<file path="src/rtl/crossbar_rr_arbiter.sv">
// Round-robin arbiter/sequencer for the 3x3 switch crossbar: one grant decision every three
// cycles (S_REQ -> S_WAIT -> S_GRANT), with independent round-robin and back-pressure per output.
module crossbar_rr_arbiter #(
  parameter int ADDR_W = 12,
  parameter int DATA_W = 32
) (
  input  logic              clk,
  input  logic              reset,
  input  logic [DATA_W-1:0] head_data1,
  input  logic [DATA_W-1:0] head_data2,
  input  logic [DATA_W-1:0] head_data3,
  input  logic [ADDR_W-1:0] wr_addr1,
  input  logic [ADDR_W-1:0] wr_addr2,
  input  logic [ADDR_W-1:0] wr_addr3,
  input  logic              out_full1,
  input  logic              out_full2,
  input  logic              out_full3,
  output logic [ADDR_W-1:0] rd_addr1,
  output logic [ADDR_W-1:0] rd_addr2,
  output logic [ADDR_W-1:0] rd_addr3,
  output logic              rd_en1,
  output logic              rd_en2,
  output logic              rd_en3,
  output logic [1:0]        mux_sel1,
  output logic [1:0]        mux_sel2,
  output logic [1:0]        mux_sel3,
  output logic              out_wr1,
  output logic              out_wr2,
  output logic              out_wr3
);

  typedef enum logic [1:0] {S_REQ, S_WAIT, S_GRANT} state_t;

  state_t            r_state;
  logic [ADDR_W-1:0] r_rd_addr [3];
  logic [2:0]        r_valid;
  logic [2:0]        r_rd_en;
  logic [2:0]        r_out_wr;
  logic [1:0]        r_mux_sel [3];
  logic [1:0]        r_rr_ptr  [3];

  logic [DATA_W-1:0] w_head    [3];
  logic [ADDR_W-1:0] w_wr_addr [3];
  logic [2:0]        w_full;
  logic [2:0]        w_req     [3];  // w_req[j][k]: input k requests output j
  logic [2:0]        w_bubble;
  logic [2:0]        w_adv;
  logic [1:0]        w_win     [3];

  assign w_head[0]    = head_data1;
  assign w_head[1]    = head_data2;
  assign w_head[2]    = head_data3;
  assign w_wr_addr[0] = wr_addr1;
  assign w_wr_addr[1] = wr_addr2;
  assign w_wr_addr[2] = wr_addr3;
  assign w_full       = {out_full3, out_full2, out_full1};

  assign rd_addr1 = r_rd_addr[0];
  assign rd_addr2 = r_rd_addr[1];
  assign rd_addr3 = r_rd_addr[2];
  assign rd_en1   = r_rd_en[0];
  assign rd_en2   = r_rd_en[1];
  assign rd_en3   = r_rd_en[2];
  assign mux_sel1 = r_mux_sel[0];
  assign mux_sel2 = r_mux_sel[1];
  assign mux_sel3 = r_mux_sel[2];
  assign out_wr1  = r_out_wr[0];
  assign out_wr2  = r_out_wr[1];
  assign out_wr3  = r_out_wr[2];

  // Search starts at the input just after the previous winner; returns 1..3, or 0 for none.
  function automatic logic [1:0] pick(input logic [2:0] req, input logic [1:0] ptr);
    pick = 2'd0;
    case (ptr)
      2'd1: begin
        if      (req[1]) pick = 2'd2;
        else if (req[2]) pick = 2'd3;
        else if (req[0]) pick = 2'd1;
      end
      2'd2: begin
        if      (req[2]) pick = 2'd3;
        else if (req[0]) pick = 2'd1;
        else if (req[1]) pick = 2'd2;
      end
      default: begin
        if      (req[0]) pick = 2'd1;
        else if (req[1]) pick = 2'd2;
        else if (req[2]) pick = 2'd3;
      end
    endcase
  endfunction

  always_comb begin
    // NOTE: every signal written here gets a default first, so no latch can be inferred.
    w_bubble = '0;
    w_adv    = '0;
    for (int j = 0; j < 3; j++) w_req[j] = '0;

    for (int k = 0; k < 3; k++) begin
      if (r_valid[k]) begin
        if (w_head[k] == '0) begin
          w_bubble[k] = 1'b1;
        end else begin
          case (w_head[k][1:0])
            2'b01:   w_req[0][k] = 1'b1;
            2'b11:   w_req[2][k] = 1'b1;
            default: w_req[1][k] = 1'b1;  // 10 and 00 both route to output 2
          endcase
        end
      end
    end

    for (int j = 0; j < 3; j++) begin
      w_win[j] = w_full[j] ? 2'd0 : pick(w_req[j], r_rr_ptr[j]);
    end

    for (int k = 0; k < 3; k++) begin
      w_adv[k] = w_bubble[k];
      for (int j = 0; j < 3; j++) begin
        if (w_win[j] == 2'(k + 1)) w_adv[k] = 1'b1;
      end
    end
  end

  // NOTE: sequential state uses non-blocking assignments only, so every register sees pre-edge values.
  always_ff @(posedge clk or posedge reset) begin
    if (reset) begin
      r_state  <= S_REQ;
      r_valid  <= '0;
      r_rd_en  <= '0;
      r_out_wr <= '0;
      for (int k = 0; k < 3; k++) begin
        r_rd_addr[k] <= '0;
        r_mux_sel[k] <= 2'd0;
        r_rr_ptr[k]  <= 2'd3;
      end
    end else begin
      case (r_state)
        S_REQ: begin
          for (int k = 0; k < 3; k++) begin
            r_valid[k] <= (r_rd_addr[k] != w_wr_addr[k]);
            r_rd_en[k] <= (r_rd_addr[k] != w_wr_addr[k]);
            r_mux_sel[k] <= 2'd0;
          end
          r_out_wr <= '0;
          r_state  <= S_WAIT;
        end
        S_WAIT: begin
          r_rd_en <= '0;
          r_state <= S_GRANT;
        end
        S_GRANT: begin
          for (int j = 0; j < 3; j++) begin
            r_out_wr[j]  <= (w_win[j] != 2'd0);
            r_mux_sel[j] <= w_win[j];
            if (w_win[j] != 2'd0) r_rr_ptr[j] <= w_win[j];
          end
          // Winners and bubbles pop their head word; the pointer wraps naturally.
          for (int k = 0; k < 3; k++) begin
            if (w_adv[k]) r_rd_addr[k] <= r_rd_addr[k] + 1'b1;
          end
          r_state <= S_REQ;
        end
        default: r_state <= S_REQ;
      endcase
    end
  end

endmodule

</file>
<file path="config.mk">
export PLATFORM = sky130hd
export DESIGN_NAME = crossbar_rr_arbiter
export DESIGN_NICKNAME = d
export VERILOG_FILES = /design/src/rtl/crossbar_rr_arbiter.sv
export SDC_FILE = /design/constraint.sdc
export NUM_CORES = 1
export LEC_CHECK = 0
export CELL_PAD_IN_SITES_DETAIL_PLACEMENT = 1
export CELL_PAD_IN_SITES_GLOBAL_PLACEMENT = 1
export CORE_AREA = 2 2 114 116
export DETAILED_ROUTE_END_ITERATION = 12
export DIE_AREA = 0 0 116 118
export PLACE_DENSITY = 0.87
export SLEW_MARGIN = 20
export SYNTH_ARGS = -nofsm -noshare
export SYNTH_HDL_FRONTEND = slang
export SYNTH_SLANG_ARGS = --single-unit
</file>
<file path="constraint.sdc">
create_clock -name clk -period 3.1 [get_ports clk]
set_clock_uncertainty 0.15 [all_clocks]
set_input_delay 0.465 -clock clk [delete_from_list [all_inputs] [get_ports clk]]
set_output_delay 0.465 -clock clk [all_outputs]
set_load 0.1 [all_outputs]
</file>
==> After elaboration in Yosys (flattened, before gate mapping) <==
Index checks and enable logic that the tools add are counted.
{ "totals": {"reg_bits": 59, "inputBits": 137, "wordCells": 139} }
{ "op_classes": {"n_addsub": 3, "eq_ne": 26, "n_mux": 79, "n_reduce_logical": 18} }
{ "op_table": {"columns": ["operator", "count"], "rows": [
  ["32-bit logical NOT", 3],
  ["2-bit two-way mux", 27],
  ["1-bit two-way mux", 45],
  ["12-bit by 1-bit adder with 12-bit output (second input constant)", 3],
  ["12-bit inequality test", 3],
  ["2-bit equality test (second input constant)", 13],
  ["2-bit by 1-bit equality test with 1-bit output (second input constant)", 10],
  ["2-bit one-hot mux with 2 select lines", 4],
  ["3-bit one-hot mux with 2 select lines", 2],
  ["6-bit one-hot mux with 2 select lines", 1],
  ["2-bit AND reduction", 6],
  ["2-bit nonzero test", 5],
  ["2-bit OR reduction", 3],
  ["2-bit logical NOT", 1]
]} }

==> Longest topological paths before layout <==
Gate-level depths: netlist of the first run.
{ "logic_depth": {"word_depth": 14, "depth_mapped": 11, "depth_no_buf": 10} }

==> Least setup slack after synthesis of the first run <==
Ideal clock, no wire load.
{ "synth_timing": {"kind": "reg-to-reg", "from": "register r_rr_ptr[4] (netlist name)", "to": "register r_rd_addr (netlist bit rd_addr3[7])", "setup_time_ns": 0.160, "arrival_time_ns": 2.331, "path_slack_ns": 0.460, "path_stages_with_launch": 12, "period_less_slack_ns": 2.640, "path_cell_list": "dfstp_2 > inv_1 > ha_1 > and4b_1 > o21ba_1 > a211oi_1 > a222oi_1 > o41ai_1 > and2_2 > buf_6 > nand4_1 > xnor2_1"} }
{ "synth_via": {"elab_chain_cells": 8, "word_cells_on_any_way": 9, "cone_classes": "eq/ne (3); mux (5); reduce/logical (1)"} }
{ "synth_rtl": {"columns": ["item", "line_no", "source"], "rows": [
  ["start: declaration", "40", "logic [1:0] r_rr_ptr [3];"],
  ["start signal: indexed assignment", "156", "if (w_win[j] != 2'd0) r_rr_ptr[j] <= w_win[j];"],
  ["2-bit equality test or 2-bit by 1-bit equality test with 1-bit output (tied branches)", "74", "case (ptr)"],
  ["2-bit one-hot mux with 2 select lines (*)", "74", null],
  ["2-bit two-way mux (*)", "114", "w_win[j] = w_full[j] ? 2'd0 : pick(w_req[j], r_rr_ptr[j]);"],
  ["2-bit equality test (*)", "120", "if (w_win[j] == 2'(k + 1)) w_adv[k] = 1'b1;"],
  ["1-bit two-way mux (*) (3 in series)", "120", null],
  ["2-bit AND reduction (no line) (*)", null, null],
  ["end signal: indexed assignment", "160", "if (w_adv[k]) r_rd_addr[k] <= r_rd_addr[k] + 1'b1;"],
  ["end: declaration", "35", "logic [ADDR_W-1:0] r_rd_addr [3];"]
]} }
Mark *: on every way between the ends. The rest lies on a longest branch, timed or not.
A chain may end at the register's enable or synchronous reset.

==> Final worst setup path of the first run <==
{ "layout_timing": {"from": "input port head_data2[0]", "to": "register r_rd_addr (netlist bit rd_addr1[1])"} }
{ "layout_via": {"elab_chain_cells": 14, "word_cells_on_any_way": 44, "cone_classes": "eq/ne (5); mux (36); reduce/logical (3)"} }
{ "layout_rtl": {"columns": ["item", "line_no", "source"], "rows": [
  ["start: declaration", "10", "input logic [DATA_W-1:0] head_data2,"],
  ["2-bit by 1-bit equality test with 1-bit output or 2-bit equality test (tied branches)", "104", "case (w_head[k][1:0])"],
  ["1-bit two-way mux or 2-bit OR reduction (tied branches)", null, null],
  ["1-bit two-way mux (on tied branches)", "101, 104", null],
  ["1-bit two-way mux (on tied branches)", "100, 101", null],
  ["2-bit two-way mux or 1-bit two-way mux (tied branches)", "83, 100", null],
  ["2-bit two-way mux (on tied branches)", "82, 83", null],
  ["2-bit two-way mux (on tied branches)", "81, 82", null],
  ["2-bit one-hot mux with 2 select lines or 2-bit two-way mux (tied branches)", "74, 81", null],
  ["2-bit two-way mux or 2-bit one-hot mux with 2 select lines (tied branches)", "114, 74", null],
  ["2-bit by 1-bit equality test with 1-bit output or 2-bit two-way mux (tied branches)", "120, 114", null],
  ["1-bit two-way mux or 2-bit by 1-bit equality test with 1-bit output (tied branches)", "120", null],
  ["1-bit two-way mux", "120", null],
  ["1-bit two-way mux (*)", "120", null],
  ["2-bit AND reduction (no line) (*)", null, null]
]} }
Marked as above.

==> results of run 1 <==
[power by group through the flow]
stage	clock network (mW)	logic (mW)	registers [mW]
detailed placement	0	1.55	1.13
global route	1.19	1.67	1.15
floorplan	0	0.506	1.62
global placement	0	1.50	1.12
finish	1.14	1.55	1.12
CTS	1.17	1.56	1.12
[routing by layer]
layer,up-vias,wire [um],GRT usage [%],part of all wire (%)
met4,0,268,6.771,2.1
li1,1739,-,-,-
met2,140,6603,34.47,52
met3,18,1087,4.531,8.6
met1,1771,4662,18.93,37
met5,-,0,0,0
[final cells by class]
type | count | area, um^2 | area share (%)
repair buffers | 207 | 1919 | 31.98
flip-flops and latches | 59 | 1484 | 24.72
well taps | 172 | 215.2 | 3.586
clock inverters | 5 | 100.1 | 1.668
inverters | 10 | 37.54 | 0.6254
clock buffers | 11 | 242.7 | 4.044
multi-input cells | 286 | 2003 | 33.37
[cell families after synthesis]
kind of cell,share of synthesized area [%]
fa+ha+maj,3.175
compound gates,9.559
buf+inv,2.822
simple gates,24.41
mux,0.9523
xor+xnor,17.25
flops,41.83
[layout by cell type, fill, tap and decap left out, types with 3 or more instances in the layout]
master,Yosys,routed
nand2_1,46,46
nand3b_1,3,3
clkdlybuf4s50_1,0,136
inv_1,10,9
nand4_1,17,17
ha_1,9,9
xnor2_1,28,28
a21oi_1,4,4
nor3_1,3,3
dfstp_2,6,6
nor2_1,12,12
nor4_1,34,29
nand3_1,17,17
and2_1,4,4
o21ai_0,4,4
buf_4,0,69
clkbuf_16,0,9
a31oi_1,4,4
mux2_2,3,3
dfrtp_1,53,53
and3_1,10,10
a21o_1,6,6
and4_1,4,4
nor4_2,0,5
bufinv_16,0,3
xor2_1,40,40
[registers in the layout, summed over array words and instances, names as in the netlist]
name / flops
rd_addr1: 12
rd_addr2: 12
rd_addr3: 12
r_rr_ptr: 6
r_out_wr: 3
r_rd_en: 3
r_valid: 3
mux_sel1: 2
mux_sel2: 2
mux_sel3: 2
r_state: 2
[worst min-delay path by stage]
| stage | to | cells after the start | slack [ns] |
|---|---|---|---|
| 2_1_floorplan | r_rr_ptr[1] | 2 | 0.30 |
| 3_3_place_gp | r_rr_ptr[0] | 2 | 0.31 |
| 3_5_place_dp | r_rd_en[0] | 1 | 0.32 |
| 4_1_cts | r_rr_ptr[0] | 2 | 0.33 |
| 5_1_grt | r_rr_ptr[1] | 2 | 0.35 |
| 6_report | r_rr_ptr[0] | 2 | 0.32 |
[worst max-delay path, delay by kind of cell]
family	cells	cell delay, ns
AOI/OAI and AO/OA	4	0.83
and+or+nand+nor	2	0.48
muxes	1	0.38
buffers and inverters	3	0.78
[repair_timing]
item	CTS	global route
hold buffers	0	0
setup buffers	0	0
endpoints found under the setup margin	0	12
hold endpoints to repair	0	0
gates resized for setup	0	7
==> flow_summary.toml, run 1 <==
[route]
via_per_inst = 4.891
drt_iter0_markers = 126
detail_route.first_pass.iterations = 5
finalWirelength_mm = 12.62
remaining_drc_errors = 0
vias = 3668
final_antenna_net_count = 0
wire_per_inst_um = 16.83

[worst_setup_path]
start_kind = "input pin"
cpMostUsedCell = "buf_4"
slowest_stage = "clkdlybuf4s50_1"
r2r_slack_ns = 0.23
criticalPathCategory = "in -> reg"
crit_start = "head_data2[0]"
path_cells = "clkdlybuf4s50_1 > nor4_1 > buf_4 > nand4_1 > o21ai_0 > o31ai_1 > buf_4 > a211oi_2 > o21a_2 > mux2_2"
worstPathMaxFanout = 8
timing.rr.end = "rd_addr1[1]"
cp.arrival_ns = 2.93
r2r_cells = 10
required_ns = 3.15
slowest_delay_ns = 0.45
timing.rr.start = "r_rr_ptr[4]"
crit_path_end_kind = "flop"
crit_end = "rd_addr1[1]"

[sta]
relSlewSlack_pct = 57.10
tightest_slew_ns = 0.6425
tns_ns = 0
post-route-min-period_ns = 2.883
finalCritPeriodShare_pct = 92.99
setup_violations = 0
slew_viol_final = 0
worst_slack_ns = 0.2173
rsz0062_at_grt = "false"
finalHoldWorstSlack_ns = 0.3218
max_freq_mhz = 346.9
finalHoldViolations = 0

[placed_design]
placed_cell_area_um2 = 5619
placedCellCount = 734
gp_congestion = 0.8418
pre_cts_ws_ns = -0.3147
port_buffers = 184
dp_hpwl_mm = 10.25

[clock_tree]
clkLatencyLatePin_ns = 0.32
cts_root_buf = "clkbuf_16"
clockBufferDepth = 2
clock_sinks = 59
cts_tree = "built"
htreeDepth = 3
path_clk_slew_ns = 0.05
cts_buffers = 9

[synthesis]
synth_cell_types = 55
synth_area_leaders = "dfrtp_1, xor2_1, xnor2_1"
synth_common_cells = "dfrtp_1, nand2_1, xor2_1"
synth_edf_count = 0
ys_async_sr_fraction_pct = 100.0
seq_area_frac_synth_pct = 41.83
synth_area_leader_cell = "dfrtp_1"
synth_warnings = 0
ys_ff_latch = 59
synth_flop_cell = "dfrtp_1"
synthDominantCellAreaShare_pct = 37.39
yosysMostFrequentCell = "dfrtp_1"
synth.cell_area_um2 = 3547
avgSynthCellArea_um2 = 9.718
syn-num-nets = 511
syn_inst = 365

[floorplanning]
start_util_pct = 28.57
die_w_um = 116
core_area_um2 = 12410
boundaryPins = 185
rows = 41
die-height_um = 118
dieArea_um2 = 13690

[run_status]
status = "complete, no violations"

[power]
peakVddDrop_uv = 830.6
p_clk_share_pct = 30.0
switching_share_pct = 40.40
power_frac_seq_pct = 29.3
power.density_nw_per_um2 = 635.0
p_sw_mw = 1.540
total_power_mw = 3.811
power.internal_mw = 2.272
p_comb_share_pct = 40.8
p_leak_nw = 2.721

[global_route]
grt_usage_pct = 18.22
grt_overflow = 0
antenna_found_initial = 0
grt_pass1_vias = 4050
grt_pass1_wl_mm = 19.65
grt_max_degree = 33

[finish]
drive_gt1_share_pct = 19.38
nFillCells = 1423
final_nets = 719
stdcell_count = 750
post-route-cell-area_um2 = 6002
n_antenna_cell = 0
area_growth_pct = 69.21
fin_util_pct = 48.35

[job]
cap_viol_max_count = 0

[worst_hold_path]
hp-class = "reg -> reg"
worstHoldStart = "r_rr_ptr[0]"
Power figures use the tool's default switching activity.
==> inputs of run 2 (changes only) <==
--- a/config.mk
+++ b/config.mk
@@ -5,13 +5,14 @@
 export SDC_FILE = /design/constraint.sdc
 export NUM_CORES = 1
 export LEC_CHECK = 0
+export ABC_CLOCK_PERIOD_IN_PS = 3100
 export CELL_PAD_IN_SITES_DETAIL_PLACEMENT = 1
 export CELL_PAD_IN_SITES_GLOBAL_PLACEMENT = 1
 export CORE_AREA = 2 2 114 116
 export DETAILED_ROUTE_END_ITERATION = 12
 export DIE_AREA = 0 0 116 118
 export PLACE_DENSITY = 0.87
-export SLEW_MARGIN = 20
+export SLEW_MARGIN = 5
 export SYNTH_ARGS = -nofsm -noshare
 export SYNTH_HDL_FRONTEND = slang
 export SYNTH_SLANG_ARGS = --single-unit
==> results of run 2 <==
Final layout, timing and power as in run 1 (identical DEF).
